===== src/rtl/softmax_seq_pkg.sv =====
// Shared types and constants for the row-wise softmax sequencer and its core stand-in.
// Holds the FSM encoding, FP32 constants and the flat-bus index helper.
package softmax_seq_pkg;

  localparam int FP_W = 32;

  localparam logic [FP_W-1:0] FP_ONE     = 32'h3F80_0000;
  localparam logic [FP_W-1:0] FP_HALF    = 32'h3F00_0000;
  localparam logic [FP_W-1:0] FP_THIRD   = 32'h3EAA_AAAB;
  localparam logic [FP_W-1:0] FP_QUARTER = 32'h3E80_0000;

  typedef enum logic [2:0] {
    ST_IDLE,
    ST_PULSE,
    ST_FEED,
    ST_WAIT,
    ST_NEXT,
    ST_ABORT,
    ST_DONE
  } seq_state_t;

  // Bit offset of element (r,c) in a row-major flat bus of FP32 words.
  function automatic int flat_lsb(input int r, input int c, input int cols);
    return (r * cols + c) * FP_W;
  endfunction

  // Maps an FP32 pattern onto an unsigned key with the same ordering as the real value.
  function automatic logic [FP_W-1:0] fp_order_key(input logic [FP_W-1:0] v);
    return v[FP_W-1] ? ~v : (v | 32'h8000_0000);
  endfunction

  function automatic logic [FP_W-1:0] fp_recip_count(input logic [2:0] k);
    logic [FP_W-1:0] r;
    case (k)
      3'd1:    r = FP_ONE;
      3'd2:    r = FP_HALF;
      3'd3:    r = FP_THIRD;
      3'd4:    r = FP_QUARTER;
      default: r = '0;
    endcase
    return r;
  endfunction

endpackage


===== src/rtl/softmax_stub.sv =====
// Stand-in for the softmax core: hard-max softmax (ties share 1/k) with a fixed Done latency.
// HANG suppresses Done entirely so the sequencer watchdog can be exercised.
module softmax_stub
  import softmax_seq_pkg::*;
#(
  parameter int LAT  = 2,
  parameter bit HANG = 1'b0
) (
  input  logic            Clock,
  input  logic            Reset,
  input  logic            Start,
  input  logic [FP_W-1:0] Datain,
  input  logic [1:0]      N,
  output logic [FP_W-1:0] Y0,
  output logic [FP_W-1:0] Y1,
  output logic [FP_W-1:0] Y2,
  output logic [FP_W-1:0] Y3,
  output logic            Done
);

  localparam int LW = (LAT > 1) ? $clog2(LAT) : 1;

  logic [FP_W-1:0] samp_q [4];
  logic [1:0]      cnt;
  logic [1:0]      n_q;
  logic            collecting;
  logic            pend;
  logic [LW-1:0]   dly;

  logic [FP_W-1:0] max_key;
  logic [2:0]      n_max;
  logic [FP_W-1:0] y_next [4];

  always_comb begin
    max_key = '0;
    n_max   = '0;
    y_next  = '{default: '0};
    for (int i = 0; i < 4; i++) begin
      if (i <= int'(n_q) && fp_order_key(samp_q[i]) > max_key) begin
        max_key = fp_order_key(samp_q[i]);
      end
    end
    for (int i = 0; i < 4; i++) begin
      if (i <= int'(n_q) && fp_order_key(samp_q[i]) == max_key) begin
        n_max = n_max + 3'd1;
      end
    end
    for (int i = 0; i < 4; i++) begin
      if (i <= int'(n_q) && fp_order_key(samp_q[i]) == max_key) begin
        y_next[i] = fp_recip_count(n_max);
      end
    end
  end

  always_ff @(posedge Clock) begin
    if (Reset) begin
      samp_q     <= '{default: '0};
      cnt        <= '0;
      n_q        <= '0;
      collecting <= 1'b0;
      pend       <= 1'b0;
      dly        <= '0;
      Done       <= 1'b0;
      Y0         <= '0;
      Y1         <= '0;
      Y2         <= '0;
      Y3         <= '0;
    end else begin
      Done <= 1'b0;
      if (Start) begin
        collecting <= 1'b1;
        cnt        <= '0;
        n_q        <= N;
        pend       <= 1'b0;
      end else if (collecting) begin
        samp_q[cnt] <= Datain;
        cnt         <= cnt + 2'd1;
        if (cnt == n_q) begin
          collecting <= 1'b0;
          pend       <= !HANG;
          dly        <= '0;
        end
      end else if (pend) begin
        if (dly == LW'(LAT - 1)) begin
          pend <= 1'b0;
          Done <= 1'b1;
          Y0   <= y_next[0];
          Y1   <= y_next[1];
          Y2   <= y_next[2];
          Y3   <= y_next[3];
        end else begin
          dly <= dly + 1'b1;
        end
      end
    end
  end

endmodule


===== src/rtl/softmax_rowwise_seq.sv =====
// Row-wise softmax sequencer: snapshots the matrix at start, streams each active row
// through one shared core, and collects normalised rows into a zero-padded output bank.
module softmax_rowwise_seq
  import softmax_seq_pkg::*;
#(
  parameter int ROWS      = 4,
  parameter int COLS      = 4,
  parameter int TIMEOUT   = 256,
  parameter int CORE_LAT  = 2,
  parameter bit CORE_HANG = 1'b0,
  localparam int RW       = (ROWS > 1) ? $clog2(ROWS) : 1
) (
  input  logic                      clk,
  input  logic                      rst,
  input  logic                      start,
  input  logic [RW-1:0]             cfg_rows,
  input  logic [1:0]                cfg_cols,
  input  logic [ROWS*COLS*FP_W-1:0] x_flat,
  output logic                      busy,
  output logic                      done,
  output logic                      err,
  output logic                      row_done,
  output logic [RW-1:0]             row_idx,
  output logic [ROWS*COLS*FP_W-1:0] y_flat
);

  localparam int WCW = $clog2(TIMEOUT + 1);

  seq_state_t                st;
  logic [ROWS*COLS*FP_W-1:0] snap;
  logic [RW-1:0]             rows_q;
  logic [1:0]                cols_q;
  logic [RW-1:0]             row;
  logic [1:0]                col;
  logic [WCW-1:0]            wcnt;

  logic [RW-1:0]   rows_clamped;
  logic [1:0]      cols_clamped;
  logic            core_reset;
  logic            core_start;
  logic [FP_W-1:0] core_din;
  logic            core_done;
  logic [FP_W-1:0] core_y [4];

  always_comb begin
    rows_clamped = cfg_rows;
    cols_clamped = cfg_cols;
    if ({{(32-RW){1'b0}}, cfg_rows} >= 32'(ROWS)) rows_clamped = RW'(ROWS - 1);
    if ({30'b0, cfg_cols} >= 32'(COLS)) cols_clamped = 2'(COLS - 1);
  end

  // The core is also cleared during ABORT so a hung row cannot leak into the next run.
  assign core_reset = rst | (st == ST_ABORT);
  assign core_start = (st == ST_PULSE);

  always_comb begin
    core_din = '0;
    if (st == ST_FEED) core_din = snap[flat_lsb(int'(row), int'(col), COLS) +: FP_W];
  end

  softmax_stub #(
    .LAT  (CORE_LAT),
    .HANG (CORE_HANG)
  ) u_core (
    .Clock  (clk),
    .Reset  (core_reset),
    .Start  (core_start),
    .Datain (core_din),
    .N      (cols_q),
    .Y0     (core_y[0]),
    .Y1     (core_y[1]),
    .Y2     (core_y[2]),
    .Y3     (core_y[3]),
    .Done   (core_done)
  );

  always_ff @(posedge clk) begin
    if (rst) begin
      st       <= ST_IDLE;
      snap     <= '0;
      rows_q   <= '0;
      cols_q   <= '0;
      row      <= '0;
      col      <= '0;
      wcnt     <= '0;
      busy     <= 1'b0;
      done     <= 1'b0;
      err      <= 1'b0;
      row_done <= 1'b0;
      row_idx  <= '0;
      y_flat   <= '0;
    end else begin
      done     <= 1'b0;
      row_done <= 1'b0;
      case (st)
        ST_IDLE: begin
          if (start) begin
            snap   <= x_flat;
            rows_q <= rows_clamped;
            cols_q <= cols_clamped;
            y_flat <= '0;
            err    <= 1'b0;
            row    <= '0;
            busy   <= 1'b1;
            st     <= ST_PULSE;
          end
        end
        ST_PULSE: begin
          col <= '0;
          st  <= ST_FEED;
        end
        ST_FEED: begin
          col <= col + 2'd1;
          if (col == cols_q) begin
            wcnt <= '0;
            st   <= ST_WAIT;
          end
        end
        ST_WAIT: begin
          wcnt <= wcnt + 1'b1;
          // Done on the final allowed cycle still wins over the watchdog.
          if (core_done) begin
            for (int c = 0; c < COLS; c++) begin
              if (c <= int'(cols_q)) y_flat[flat_lsb(int'(row), c, COLS) +: FP_W] <= core_y[c];
            end
            row_done <= 1'b1;
            row_idx  <= row;
            st       <= ST_NEXT;
          end else if (wcnt == WCW'(TIMEOUT - 1)) begin
            st <= ST_ABORT;
          end
        end
        ST_NEXT: begin
          if (row == rows_q) begin
            done <= 1'b1;
            busy <= 1'b0;
            st   <= ST_DONE;
          end else begin
            row <= row + 1'b1;
            st  <= ST_PULSE;
          end
        end
        ST_ABORT: begin
          err  <= 1'b1;
          done <= 1'b1;
          busy <= 1'b0;
          st   <= ST_DONE;
        end
        ST_DONE: st <= ST_IDLE;
        default: st <= ST_IDLE;
      endcase
    end
  end

endmodule


===== config.mk =====
export PLATFORM = sky130hd
export DESIGN_NAME = softmax_rowwise_seq
export DESIGN_NICKNAME = d
export VERILOG_FILES = /design/src/rtl/softmax_seq_pkg.sv /design/src/rtl/softmax_stub.sv /design/src/rtl/softmax_rowwise_seq.sv
export SDC_FILE = /design/constraint.sdc
export NUM_CORES = 2
export LEC_CHECK = 0
export BUFFER_PORTS_ARGS = -buffer_cell sky130_fd_sc_hd__clkbuf_2
export CORE_AREA = 2 2 408 410
export DETAILED_ROUTE_END_ITERATION = 10
export DIE_AREA = 0 0 410 412
export SLEW_MARGIN = 10
export SYNTH_ARGS = -nofsm -noshare
export SYNTH_HDL_FRONTEND = slang
export SYNTH_SLANG_ARGS = --single-unit

===== constraint.sdc =====
create_clock -name clk -period 27.9 [get_ports clk]
set_input_delay 2.79 -clock clk [delete_from_list [all_inputs] [get_ports clk]]
set_output_delay 2.79 -clock clk [all_outputs]
set_load 0.03 [all_outputs]

* Yosys cells after proc, flatten, opt, wreduce, memory -nomap -nowiden
Index checks and enable logic that the tools add are counted.
** Operators by class
- Equality and inequality tests :: 24
- Order comparisons :: 12
- Bitwise logic cells :: 10
- Reduce and logical (&&, ||, !) cells :: 29
- $add $sub $neg :: 16
- Shift operators :: 9
- Muxes and demuxes :: 72
** Operator list (count)
- 2-to-1 mux 512 bit :: 14
- bitwise mux 512 bit :: 4
- variable shift 32 x 33 -> 512 bit (first input constant) :: 4
- indexed part select 32 x 33 -> 512 bit :: 4
- one-hot mux 512 bit (2 select lines) :: 1
- indexed part select 512 x 11 -> 32 bit :: 1
- 2-to-1 mux 32 bit :: 12
- bitwise mux 128 bit :: 1
- equality test 32 bit :: 4
- inverter 32 bit :: 4
- one-hot mux 30 bit (4 select lines) :: 1
- negation 10 -> 33 bit :: 3
- greater-than comparator 32 bit :: 3
- demux 32 bit (select 2 bit) :: 1
- 2-to-1 mux 30 bit :: 2
- negation 9 -> 33 bit :: 1
- greater-than comparator 32 x 1 -> 1 bit (second input constant) :: 1
- 2-to-1 mux 3 bit :: 8
- 2-to-1 mux 1 bit :: 18
- one-hot mux 3 bit (6 select lines) :: 1
- one-hot mux 9 bit (2 select lines) :: 1
- AND reduction 3 bit :: 5
- equality test 3 x 2 -> 1 bit (second input constant) :: 4
- nonzero test 2 bit :: 6
- 33 further kinds :: 68
** Storage, ports and cells
- Output and inout bits :: 518
- Register bits :: 1314
- Input port bits :: 519
- Word-level logic and storage cells :: 199

* Logic depth before layout (Yosys ltp)
- Depth in word-level cells :: 24
- Mapped depth :: 57
- Depth with buffers taken out :: 45

* Cells and area by module
From an unflattened synthesis, not the netlist that was laid out.
** Unflattened totals
- Cells, all modules :: 6617
- Area, all modules :: 55522.0 sq um
** By module, submodules not included
- softmax_rowwise_seq :: area each 41138.2 sq um, cells an instance 4658, seq. area each 21020.2 sq um, instances 1
- softmax_stub :: area each 14383.8 sq um, cells an instance 1959, seq. area each 3042.9 sq um, instances 1

* Least setup slack after synthesis
No wires, ideal clock.
- Kind :: flip-flop to flip-flop
- Start :: reg u_core.samp_q[127] in the netlist's numbering
- End :: reg u_core.Y1[23]
- Cell stages (with the launch flop) :: 53
- Required time :: 27.783 ns
- Clock period less this slack :: 10.850 ns
- Setup slack :: 17.050 ns
- Buffers on the path :: 10
- Arrival :: 10.733 ns
- Setup time :: 0.117 ns
- Path through :: dfxtp_1 > buf_6 > or4_1 > mux2i_1 > nand4_1 > o21bai_1 > ha_1 > nand4_2 > nor4_2 > nor3b_2 > o31a_2 > buf_6 > buf_8 > nor3_1 > or2_2 > ha_1 > a211oi_1 > nor2_1 > [17 not listed] > mux2i_1 > xnor2_1 > nor4_1 > nand2_1 > or4_1 > or4_4 > ha_1 > clkbuf_1 > inv_1 > nand3_1 > nor2b_1 > inv_1 > ha_1 > a211oi_1 > o211a_1 > o211ai_1 > o211ai_1 > a32o_1
** Between the ends
- Cells in the longest elaborated chain, start to end :: 24
- Elaborated cells between the ends (all ways) :: 33
- Those cells by class :: add/sub (3); order compare (4); eq/ne (8); mux (11); bitwise (1); reduce/logical (6)
** Ends and longest elaborated chain
- start: declaration :: line softmax_stub.sv:23 : logic [FP_W-1:0] samp_q [4];
- start signal: indexed assignment :: line softmax_stub.sv:76 : samp_q[cnt] <= Datain;
- inverter 32 bit :: line softmax_seq_pkg.sv:29 : return v[FP_W-1] ? ~v : (v | 32'h8000_0000);
- 2-to-1 mux 32 bit (*) :: line softmax_seq_pkg.sv:29
- greater-than comparator 32 x 1 -> 1 bit :: line softmax_stub.sv:39 : if (i <= int'(n_q) && fp_order_key(samp_q[i]) > max_key) begin
- 2-to-1 mux 32 bit :: line softmax_stub.sv:39
- greater-than comparator 32 bit :: line softmax_stub.sv:39
- logical AND 1 bit :: line softmax_stub.sv:39
- 2-to-1 mux 32 bit :: line softmax_stub.sv:39
- greater-than comparator 32 bit :: line softmax_stub.sv:39
- [8 not listed]
- 2-to-1 mux 3 bit :: line softmax_stub.sv:44 : if (i <= int'(n_q) && fp_order_key(samp_q[i]) == max_key) begin
- adder 3 x 1 -> 3 bit :: line softmax_stub.sv:45 : n_max = n_max + 3'd1;
- 2-to-1 mux 3 bit :: line softmax_stub.sv:44
- adder 3 x 1 -> 3 bit :: line softmax_stub.sv:45
- 2-to-1 mux 3 bit :: line softmax_stub.sv:44
- equality test 3 bit, or another cell as far along :: line softmax_seq_pkg.sv:34 : case (k)
- one-hot mux 30 bit (4 select lines) :: line softmax_seq_pkg.sv:34
- 2-to-1 mux 30 bit (*) :: line softmax_stub.sv:49 : if (i <= int'(n_q) && fp_order_key(samp_q[i]) == max_key) begin
- end signal: assignment :: line softmax_stub.sv:88 : Y1 <= y_next[1];
- end: declaration :: line softmax_stub.sv:15 : output logic [FP_W-1:0] Y1,
Every way passes the cells marked *; elsewhere a longest branch is shown, timed or not.
A chain may end at the register's enable or synchronous reset.

* Final worst setup path
- Start :: reg u_core.samp_q[127] in the netlist's numbering
- End :: reg u_core.Y2[28]
** Between the ends
- Cells in the longest elaborated chain, start to end :: 24
- Elaborated cells between the ends (all ways) :: 33
- Those cells by class :: add/sub (3); order compare (4); eq/ne (8); mux (11); bitwise (1); reduce/logical (6)
** Ends and longest elaborated chain
- inverter 32 bit :: line softmax_seq_pkg.sv:29
- 2-to-1 mux 32 bit (*) :: line softmax_seq_pkg.sv:29
- greater-than comparator 32 x 1 -> 1 bit :: line softmax_stub.sv:39
- 2-to-1 mux 32 bit :: line softmax_stub.sv:39
- greater-than comparator 32 bit :: line softmax_stub.sv:39
- logical AND 1 bit :: line softmax_stub.sv:39
- 2-to-1 mux 32 bit :: line softmax_stub.sv:39
- greater-than comparator 32 bit :: line softmax_stub.sv:39
- [8 not listed]
- 2-to-1 mux 3 bit :: line softmax_stub.sv:44
- adder 3 x 1 -> 3 bit :: line softmax_stub.sv:45
- 2-to-1 mux 3 bit :: line softmax_stub.sv:44
- adder 3 x 1 -> 3 bit :: line softmax_stub.sv:45
- 2-to-1 mux 3 bit :: line softmax_stub.sv:44
- equality test 3 bit, or another cell as far along :: line softmax_seq_pkg.sv:34
- one-hot mux 30 bit (4 select lines) :: line softmax_seq_pkg.sv:34
- 2-to-1 mux 32 bit (*) :: line softmax_stub.sv:49
- end signal: assignment :: line softmax_stub.sv:89 : Y2 <= y_next[2];
- end: declaration :: line softmax_stub.sv:16 : output logic [FP_W-1:0] Y2,
Marks and branches as above.

==> key figures <==
Timing
  – Worst slew pin tran: between 1000 and 1500 ps
  – Setup violations, final: 0
  – Slew HR: roughly a fifth
  – Setup WS post-layout: 13310 ps
  – Final hold vios: 0
  – Final Max Tran Viols: 0
  – RSZ-0062 raised after global routing: false
  – Final worst path period share: approximately 52%
  – Final TNS setup: 0 ps
  – Clk_skew: between 60 and 70 ps
  – Max Clk Rate: just under 0.07 GHz
  – Period minus WS final: ~15000 ps

Logic synthesis
  – Mux cell area share after synthesis: a little under a tenth
  – Synthesized area: approximately 0.042 mm^2
  – Post-Synth Simple-Gate Area: 18.26%
  – EDFF count, synth: 0
  – Most common cell in the synthesized netlist: nand2_1
  – Post-Synthesis Cells: between 5000 and 6000
  – Synthesized flop and latch total: between 700 and 800
  – Register area share after synthesis: 35.76%
  – Largest family of logic cells by synthesized area: simple AND/OR/NAND/NOR gates
  – Yosys cell types: about 100
  – Synth top area share: 35.76%
  – Leading area contributor after synthesis: dfxtp_1
  – Synthesized area per cell: approximately 8.2 um^2
  – Asr flop ratio synth: 0%
  – Synth top cells by count: 1394 x nand2_1, 785 x a21oi_1, 754 x dfxtp_1
  – Compound-cell area share of the yosys netlist: 15.82%
  – Yosys warns: 0
  – Adder-Cell Fraction of Synth Area: under 10%
  – Ys flop type: dfxtp_1
  – Synth Area in XOR/XNOR: 5.197%
  – Dominant cells by area after synthesis: dfxtp_1 36%, nand2_1 12%, a21oi_1 9.3%

Setup path
  – CP Launch Point: u_core.samp_q[127]
  – Data required time of the worst path: about 29000 ps
  – Critical path peak fanout: 46
  – Reg2reg end: u_core.Y2[28]
  – CP max stage cell: nor4_1
  – Critical Path AT: around 15000 ps
  – R2r worst-path depth: between 40 and 50
  – CP max stage delay: approximately 700 ps
  – Crit path buf inv count: 8
  – CP Class: reg -> reg
  – Worst setup EP type: register
  – Startpoint Class: register
  – Crit path capture: u_core.Y2[28]
  – CP Depth: 48
  – Setup slack, reg-to-reg: roughly 13000 ps
  – Most frequent CP cell: ha_1
  – Startpoint of the worst-slack reg-to-reg timing path: u_core.samp_q[127]
  – Cell family with most CP delay: simple AND/OR/NAND/NOR gates

Clocking
  – Clock slew at reported path FFs: ~60 ps
  – CTS tree: yes
  – Clk sink count: ~750
  – Root buffer cell: clkbuf_16
  – CTS Hold Bufs: 0
  – TritonCTS buffer count: between 80 and 90
  – Setup bufs post-CTS: 0
  – Clock buffer depth: 3
  – Clk_lat worst skew: ~740 ps
  – Maximum level of the CTS H-tree: 3
  – Number of cells upsized or downsized after cts: 0

Cells and area
  – Layout cells sized above 1: 23.56%
  – Layout overhead on the synthesized area: 16.39%
  – Layout Nets: between 6000 and 7000
  – Filler cells: 17684

Die
  – Die Y: approximately 410 um
  – Die area: about 0.17 mm^2
  – Ports: ~1000
  – Die width: 410 um
  – Rows: around 150
  – Core ar.: ~0.16 mm^2
  – Initial Utilization: between 20% and 30%

Run status
  – Status: finished clean

Global routing
  – Pin count of the biggest net entering global routing: a little over 200
  – Number of global-route vias before repair: 36403
  – First-pass GRT wire length: roughly 280000 um
  – Total gr overflow: 0
  – Initial antenna violation count: 34
  – Total GRT Usage: ~23%

Drt
  – WL per Instance: between 20 and 30 um
  – Final wirelength: between 150000 and 200000 um
  – Metal1 wirelength: 87910 um
  – WL met3: roughly 13000 um
  – Iteration-0 DRC Markers: between 3000 and 4000
  – DR DRC count: 0
  – Antenna Nets Post-Route: 0
  – Pre-antenna DRT Iters: 6
  – Met2 routed WL: just over 90000 um
  – Via Count: just under 40000
  – Via density: around 4.9
  – Top layer in use: met5

Min path
  – Min-Delay Path Class: reg -> reg

Placement
  – Placer congestion estimate: between 1 and 1.5
  – Hpwl dp: 157000 um
  – Pre-CTS setup slack: 13560 ps
  – Port bufs: 828

Power and ir drop
  – LEAKAGE: between 0.02 and 0.025 uW
  – Peak supply drop: 0.05070 mV
  – Cell Pwr Density: roughly 64 mW/mm^2

Job
  – Max-Cap Viols: 0
-- tightest hold or removal path, cell delays in order (launching register included) --
cell     delay, ps
dfxtp_1        300
nand2_1         50
a21oi_1         50
-- state kept, by name (all words and copies together) (netlist names), 3 cells and up --
register,cells
st,3
u_core.Y3,4
u_core.Y2,4
u_core.Y0,4
u_core.samp_q,128
u_core.Y1,4
snap,512
y_flat,64
wcnt,9
-- power by group --
part / switching (uW) / internal (uW)
combinational: 468 / 224
clock: 512 / 675
sequential: 71.1 / 1180
-- layer usage --
layer	global-route usage [%]	vias up
li1	-	17979
met1	30.38	18974
met2	36.10	1528
met3	4.387	280
met4	8.177	24
met5	0	-
-- final cells by class --
class                           instances  area, um^2  share of cell area, %
Tap cell                             2189        2739                  5.576
Clock buffer                          121        2506                  5.102
Multi-Input combinational cell       3727       22780                  46.37
Clock inverter                         35       461.7                 0.9399
Sequential cell                       754       15110                  30.76
Antenna cell                           14       35.03                0.07132
Inverter                              112       420.4                 0.8558
Timing Repair Buffer                  947        5072                  10.33
-- logic make-up (layout without fill, tap and decap cells) --
group	Yosys count	in the layout
and+or+nand+nor	1835	1835
AOI/OAI and AO/OA	1134	1134
buffers and inverters	896	1215
DFF	754	754
xor gates and xnor gates	247	247
muxes	190	190
adders and majority gates	113	113
other	1	222
-- how the worst min path moves through the flow --
stage                         start        end  slack, ps  cells past startpoint
after detailed placement   snap[49]   snap[49]        440                      2
final                     snap[241]  snap[241]        450                      2
after floorplan           snap[192]  snap[192]        430                      2
after global routing      snap[464]  snap[464]        460                      2
after CTS                 snap[215]  snap[215]        450                      2
after global placement    snap[335]  snap[335]        440                      2
-- cells in the final DEF, fill, tap and decap left out, types with 9 or more instances in the layout --
master     netlist  layout
nand2_1       1394    1392
clkbuf_2         0     827
a21oi_1        785     785
dfxtp_1        754     748
conb_1           1     208
mux4_2         160     160
xnor2_1        143     139
nor2_1         126     126
buf_4          458     117
ha_1           113     113
inv_1          108     108
xor2_1         100      98
clkbuf_16        0      88
nand3_1         57      57
nand4_1         53      53
o21ai_0         52      51
a22oi_1         48      48
nor3_1          38      38
and2_1          39      37
nor4_1          23      23
mux2i_1         23      23
o22ai_1         21      21
a211oi_1        20      20
o311ai_0        18      18
and3_1          19      18
clkbuf_8         0      18
o31ai_1         17      17
a21o_1          16      16
o21a_1          16      16
or2_2           16      16
clkbuf_1       265      15
diode_2          0      14
clkinv_2         0      13
a221oi_1        12      12
or4_1           11      11
a31oi_1         11      11
nand2b_1        10      10
nor2b_1         10      10
o21ai_1          8       9
a22o_1           9       9
-- metrics by stage --
step | area, um^2 | instances | util [%] | hold slack [ps] | total power (uW)
CTS | 49090 | 7885 | 29.89 | 452.1 | 3167
floorplan | 42980 | 5377 | - | 433.1 | 1734
detailed placement | 46120 | 7729 | 28.08 | 443.7 | 1973
finish | 49120 | 7899 | 29.91 | 451.6 | 3132
global route | 49090 | 7888 | 29.89 | 464.5 | 3277
global placement | 46120 | 7729 | 28.08 | 439.0 | 1964
No activity file was read; power rests on OpenSTA's default activity.
